`src/rtl/curveball_audio_pkg.sv`:
```
// Shared types and constants for the sound-effect scheduler.
package curveball_audio_pkg;

   typedef enum logic [2:0] {
      ST_IDLE  = 3'd0,
      ST_ISSUE = 3'd1,
      ST_HOLD  = 3'd2,
      ST_STOP  = 3'd3,
      ST_GAP   = 3'd4
   } sfx_state_t;

   localparam int CMD_W_DEFAULT = 16;

   localparam logic [CMD_W_DEFAULT-1:0] SILENCE_CMD = 16'h0000;

endpackage

```
`src/rtl/audio_sfx_scheduler_rr_arbiter.sv`:
```
// Combinational round-robin picker: search begins just after the previous winner.
module rr_arbiter #(
   parameter int N_REQ = 4,
   parameter int IDX_W = (N_REQ > 1) ? $clog2(N_REQ) : 1
) (
   input  logic [N_REQ-1:0] req,
   input  logic [IDX_W-1:0] last_winner,
   output logic [N_REQ-1:0] winner,
   output logic             valid
);

   logic [IDX_W-1:0] w_idx;
   logic             w_take;
   logic             w_found;

   // Walk requesters in rotated order and keep only the first one found.
   always_comb begin
      winner  = {N_REQ{1'b0}};
      w_found = 1'b0;
      w_idx   = {IDX_W{1'b0}};
      w_take  = 1'b0;
      for (int k = 1; k <= N_REQ; k++) begin
         w_idx          = IDX_W'((int'(last_winner) + k) % N_REQ);
         w_take         = ~w_found & req[w_idx];
         winner[w_idx]  = winner[w_idx] | w_take;
         w_found        = w_found | w_take;
      end
      valid = w_found;
   end

endmodule

```
`src/rtl/audio_sfx_scheduler.sv`:
```
// Sound-effect scheduler: arbitrates requesters, strobes one command, holds it,
// then emits a silence command and an idle gap before accepting new work.
module audio_sfx_scheduler
   import curveball_audio_pkg::*;
#(
   parameter int N_REQ       = 4,
   parameter int CMD_W       = CMD_W_DEFAULT,
   parameter int HOLD_CYCLES = 1000000,
   parameter int GAP_CYCLES  = 1000
) (
   input  logic                   clk,
   input  logic                   rst,
   input  logic                   en,
   input  logic [N_REQ-1:0]       req,
   input  logic [N_REQ*CMD_W-1:0] req_cmd,
   output logic [N_REQ-1:0]       grant,
   output logic                   cs,
   output logic [CMD_W-1:0]       data,
   output logic                   busy
);

   localparam int IDX_W   = (N_REQ > 1) ? $clog2(N_REQ) : 1;
   localparam int CNT_MAX = (HOLD_CYCLES > GAP_CYCLES) ? HOLD_CYCLES : GAP_CYCLES;
   localparam int CNT_W   = $clog2(CNT_MAX + 1);

   sfx_state_t       r_state;
   logic [CNT_W-1:0] r_cnt;
   logic [IDX_W-1:0] r_last;
   logic [N_REQ-1:0] r_grant;
   logic             r_cs;
   logic [CMD_W-1:0] r_data;
   logic             r_busy;

   logic [N_REQ-1:0] w_win;
   logic             w_valid;
   logic [IDX_W-1:0] w_win_idx;
   logic [CMD_W-1:0] w_cmd;

   rr_arbiter #(
      .N_REQ (N_REQ),
      .IDX_W (IDX_W)
   ) u_arb (
      .req         (req),
      .last_winner (r_last),
      .winner      (w_win),
      .valid       (w_valid)
   );

   // One-hot winner to index and command select; the winner is one-hot so OR-ing is exact.
   always_comb begin
      w_win_idx = {IDX_W{1'b0}};
      w_cmd     = {CMD_W{1'b0}};
      for (int i = 0; i < N_REQ; i++) begin
         w_win_idx = w_win_idx | (w_win[i] ? IDX_W'(i) : {IDX_W{1'b0}});
         w_cmd     = w_cmd | (w_win[i] ? req_cmd[i*CMD_W +: CMD_W] : {CMD_W{1'b0}});
      end
   end

   // Scheduler FSM, play/gap counter and registered outputs.
   always_ff @(posedge clk or negedge rst) begin
      if (!rst) begin
         r_state <= ST_IDLE;
         r_cnt   <= {CNT_W{1'b0}};
         r_last  <= IDX_W'(N_REQ - 1);
         r_grant <= {N_REQ{1'b0}};
         r_cs    <= 1'b0;
         r_data  <= {CMD_W{1'b0}};
         r_busy  <= 1'b0;
      end else begin
         case (r_state)
            ST_IDLE: begin
               if (en && w_valid) begin
                  r_state <= ST_ISSUE;
                  r_grant <= w_win;
                  r_cs    <= 1'b1;
                  r_data  <= w_cmd;
                  r_busy  <= 1'b1;
                  r_last  <= w_win_idx;
               end else begin
                  r_grant <= {N_REQ{1'b0}};
                  r_cs    <= 1'b0;
                  r_busy  <= 1'b0;
               end
            end
            ST_ISSUE: begin
               r_state <= ST_HOLD;
               r_grant <= {N_REQ{1'b0}};
               r_cs    <= 1'b0;
               r_cnt   <= CNT_W'(HOLD_CYCLES);
            end
            ST_HOLD: begin
               // Enable drop wins over everything, including the final hold cycle.
               if (!en || ((r_cnt == CNT_W'(1)) && !w_valid)) begin
                  r_state <= ST_STOP;
                  r_cs    <= 1'b1;
                  r_data  <= CMD_W'(SILENCE_CMD);
                  r_cnt   <= {CNT_W{1'b0}};
               end else if (r_cnt == CNT_W'(1)) begin
                  r_state <= ST_ISSUE;
                  r_grant <= w_win;
                  r_cs    <= 1'b1;
                  r_data  <= w_cmd;
                  r_last  <= w_win_idx;
                  r_cnt   <= {CNT_W{1'b0}};
               end else begin
                  r_cnt   <= r_cnt - CNT_W'(1);
               end
            end
            ST_STOP: begin
               r_state <= ST_GAP;
               r_cs    <= 1'b0;
               r_cnt   <= CNT_W'(GAP_CYCLES);
            end
            ST_GAP: begin
               if (r_cnt == CNT_W'(1)) begin
                  r_state <= ST_IDLE;
                  r_busy  <= 1'b0;
                  r_cnt   <= {CNT_W{1'b0}};
               end else begin
                  r_cnt   <= r_cnt - CNT_W'(1);
               end
            end
            default: begin
               r_state <= ST_IDLE;
               r_grant <= {N_REQ{1'b0}};
               r_cs    <= 1'b0;
               r_busy  <= 1'b0;
               r_cnt   <= {CNT_W{1'b0}};
            end
         endcase
      end
   end

   assign grant = r_grant;
   assign cs    = r_cs;
   assign data  = r_data;
   assign busy  = r_busy;

endmodule

```
`config.mk`:
```
export PLATFORM = sky130hd
export DESIGN_NAME = audio_sfx_scheduler
export DESIGN_NICKNAME = d
export VERILOG_FILES = /design/src/rtl/curveball_audio_pkg.sv /design/src/rtl/audio_sfx_scheduler_rr_arbiter.sv /design/src/rtl/audio_sfx_scheduler.sv
export SDC_FILE = /design/constraint.sdc
export NUM_CORES = 1
export LEC_CHECK = 0
export ABC_AREA = 1
export CORE_MARGIN = 10
export CORE_UTILIZATION = 50
export CTS_CLUSTER_DIAMETER = 100
export DETAILED_ROUTE_END_ITERATION = 12
export GPL_TIMING_DRIVEN = 0
export HOLD_SLACK_MARGIN = 0.02
export PLACE_DENSITY = 0.83
export SLEW_MARGIN = 25
export SYNTH_ARGS = -nofsm -noshare
export SYNTH_HDL_FRONTEND = slang
export SYNTH_SLANG_ARGS = --single-unit
```
`constraint.sdc`:
```
create_clock -name clk -period 4.9 [get_ports clk]
set_clock_uncertainty 0.15 [all_clocks]
set_input_delay 0.98 -clock clk [delete_from_list [all_inputs] [get_ports clk]]
set_output_delay 0.98 -clock clk [all_outputs]
set_load 0.1 [all_outputs]
```
==> flow_summary.toml <==
[synth]
yosysMostFrequentCell = "nand2_1"
synth_fp_nets = 550
avgSynthCellArea_um2 = 7.08
yosys-top-cells-count = "nand2_1 (141), nand3_1 (97), dfrtp_1 (45), inv_1 (34), nor2_1 (24)"
syn_area_um2 = 3320
synth_edf_count = 0
yosys-top-cells-area = "dfrtp_1 (34%), nand2_1 (16%), nand3_1 (15%)"
yosysWarnings = 0
syn_inst = 469
yosys_register_bits = 47
synth.yosys.seq_area_share = 0.355
ys_types = 35
synth_top_area_share = 0.339
async_reset_ff_frac = 1.00
synth-main-ff-cell = "dfrtp_1"
synth_top_cell_by_area = "dfrtp_1"

[worst_setup_path]
cp-start-kind = "flip-flop"
slowest_stage = "dfstp_2"
reg2reg_depth = 21
end_kind = "flip-flop"
worstPathArrival_ns = 3.68
reg2reg_slack_ns = 1.27
timing.rr.start = "r_last[0]"
path_cells = "inv_2, ha_1, inv_1, nand3_1, nand4_1, nand3_1, nand2_1, nand3_1, nand3_1, nand3_1, nand2_1, nand3_1, nand3_1, nand3_2, nand2_4, nand3_4, buf_2, nand3_1, nand2_1, o21ai_1, nand2_1"
r2r_end = "data[11]"
worstSetupPathType = "reg2reg"
path_common_cell = "nand3_1"
crit_path_max_incr_delay_ns = 0.63
cp_max_fo = 13
crit_required_ns = 4.95

[timing]
setup_viol = 0
fin_crit_ns = 3.63
drv_slew = 0
max_freq_mhz = 275
rsz0062_at_grt = "no"
relSlewSlack = 0.295
finalWorstSetupSlack_ns = 1.27
hold_viol = 0
finalCritPeriodShare = 0.741
worstMarginPinSlew_ns = 1.05
setup_tns_ns = 0

[floorplanning]
core_area_um2 = 6390
die_h_um = 101
initial_utilization = 0.520
die_w_um = 101
top_level_ports = 93
dieArea_um2 = 10300
row_count = 29

[global_route]
busiest_layer = "met2"
use_met2 = 0.333
grt_pass1_wl_mm = 16.8
grt_max_degree = 48
grt.overflow.total = 0
antenna_found_initial = 0
grtUsageTotal = 0.198
grt_pass1_vias = 3666
use_met3 = 0.0871
grt_use_met1 = 0.227

[route]
drt_wl_total_mm = 10.1
vias = 3591
ant_nets = 0
wl_per_cell_um = 15.7
drtIter0Drc = 226
firstDrtPassIters = 4
viasPerCell = 5.56
drcViolationCount = 0

[place]
dp_hpwl_mm = 7.85
portBuffers = 92
gp_congestion = 0.891
dp_slack_ns = 1.03

[min_path]
hold_depth = 2
hp-start = "data[5]"
min_path_type = "reg2reg"
hold-path-endpoint = "data[5]"

[clock_tree]
cts_tree = "yes"
cts_made_buffers = 5
clk_pin_slew_ns = 0.10
cts_buffer_depth = 2
ctsResizeCount = 0
holdBufCountCts = 0
clock_sinks = 47
cts_setup_buffers = 0
cts-root-buf = "clkbuf_8"
h-tree-depth = 2
clkLatencyLatePin_ns = 0.31

[finish]
drive_above_1_share = 0.0598
post-route-util = 0.697
fillCellCount = 575
num_antenna_cells = 0
areaGrowthSynthToFinish_pct = 34.1
fin_nets = 649

[run]
max_cap_viol_count = 0

[run_status]
status = "complete, no violations"
cells by family (layout without fill, tap and decap cells):
| group | after synthesis | count (layout) | synth area share |
|---|---|---|---|
| flip-flops | 47 | 47 | 0.355 |
| XOR/XNOR | 16 | 16 | 0.0422 |
| buffers and inverters | 55 | 155 | 0.0686 |
| adder cells (fa/ha/maj) | 10 | 10 | 0.0377 |
| AO/OA/AOI/OAI | 50 | 50 | 0.0939 |
| AND/OR/NAND/NOR | 291 | 291 | 0.402 |
how the worst max path moves through the flow:
stage          startpoint       end
6_report        r_last[0]  data[11]
5_1_grt         r_last[0]   data[7]
4_1_cts         r_last[0]  data[11]
3_5_place_dp       req[2]  data[14]
3_3_place_gp       req[2]   data[8]
2_1_floorplan   r_last[0]  data[10]
placed cells by master, fill, tap and decap left out, types with 2 or more instances in the layout:
master             n
dfstp_2            2
buf_4              2
inv_1             34
o21ai_0            7
dfrtp_1           45
nand3_1           97
nand4_1            5
nand3_2            2
buf_6              2
clkbuf_8           5
o21ai_2            2
nor4_1             3
buf_2              2
clkbuf_1           9
clkdlybuf4s50_1   91
or2_2              2
nand3_4            4
o22ai_1            5
o21ai_1           19
a31oi_1            2
inv_2              6
nor3_1             9
xnor2_1            2
o221ai_1           6
nand2_1          141
o211ai_1           6
xor2_1            14
nor2_1            24
ha_1              10
metrics by stage:
stage,cells,hold slack (ns),area [um^2]
final,646,0.332,4450
after global routing,646,0.365,4450
after CTS,646,0.338,4450
after detailed placement,638,0.315,4330
after global placement,638,0.312,4340
after floorplan,469,0.365,3320
worst max-delay path: cells and delay by family, from the launching register on:
family                   cells  cell delay, ns
buffers and inverters        3            0.51
AND/OR/NAND/NOR             16            1.72
adder cells (fa/ha/maj)      1            0.38
flip-flops                   1            0.63
AO/OA/AOI/OAI                1            0.14
sequential cells by signal, indices dropped and copies added, names as in the netlist:
name and cells:
r_last 2, grant 4, data 16, cs 1, busy 1, r_state 3
r_cnt 20
area by class of cell:
class / count / area, um^2 / area share
repair buffers: 92 / 918 / 0.206
clock buffers: 5 / 68.8 / 0.0155
plain buffers: 14 / 73.8 / 0.0166
clock inverters: 3 / 47.5 / 0.0107
multi-input cells: 367 / 1910 / 0.430
inverters: 41 / 154 / 0.0346
well taps: 77 / 96.3 / 0.0217
flip-flops and latches: 47 / 1180 / 0.265
routing by layer:
metal,part of all wire,vias to the layer above
li1,-,1777
met1,0.41,1669
met2,0.48,133
met3,0.10,12
met4,0.011,0
met5,0,-
Power is not shown: default switching activity piles up to over one toggle a cycle in this logic, so the estimate is an artifact.
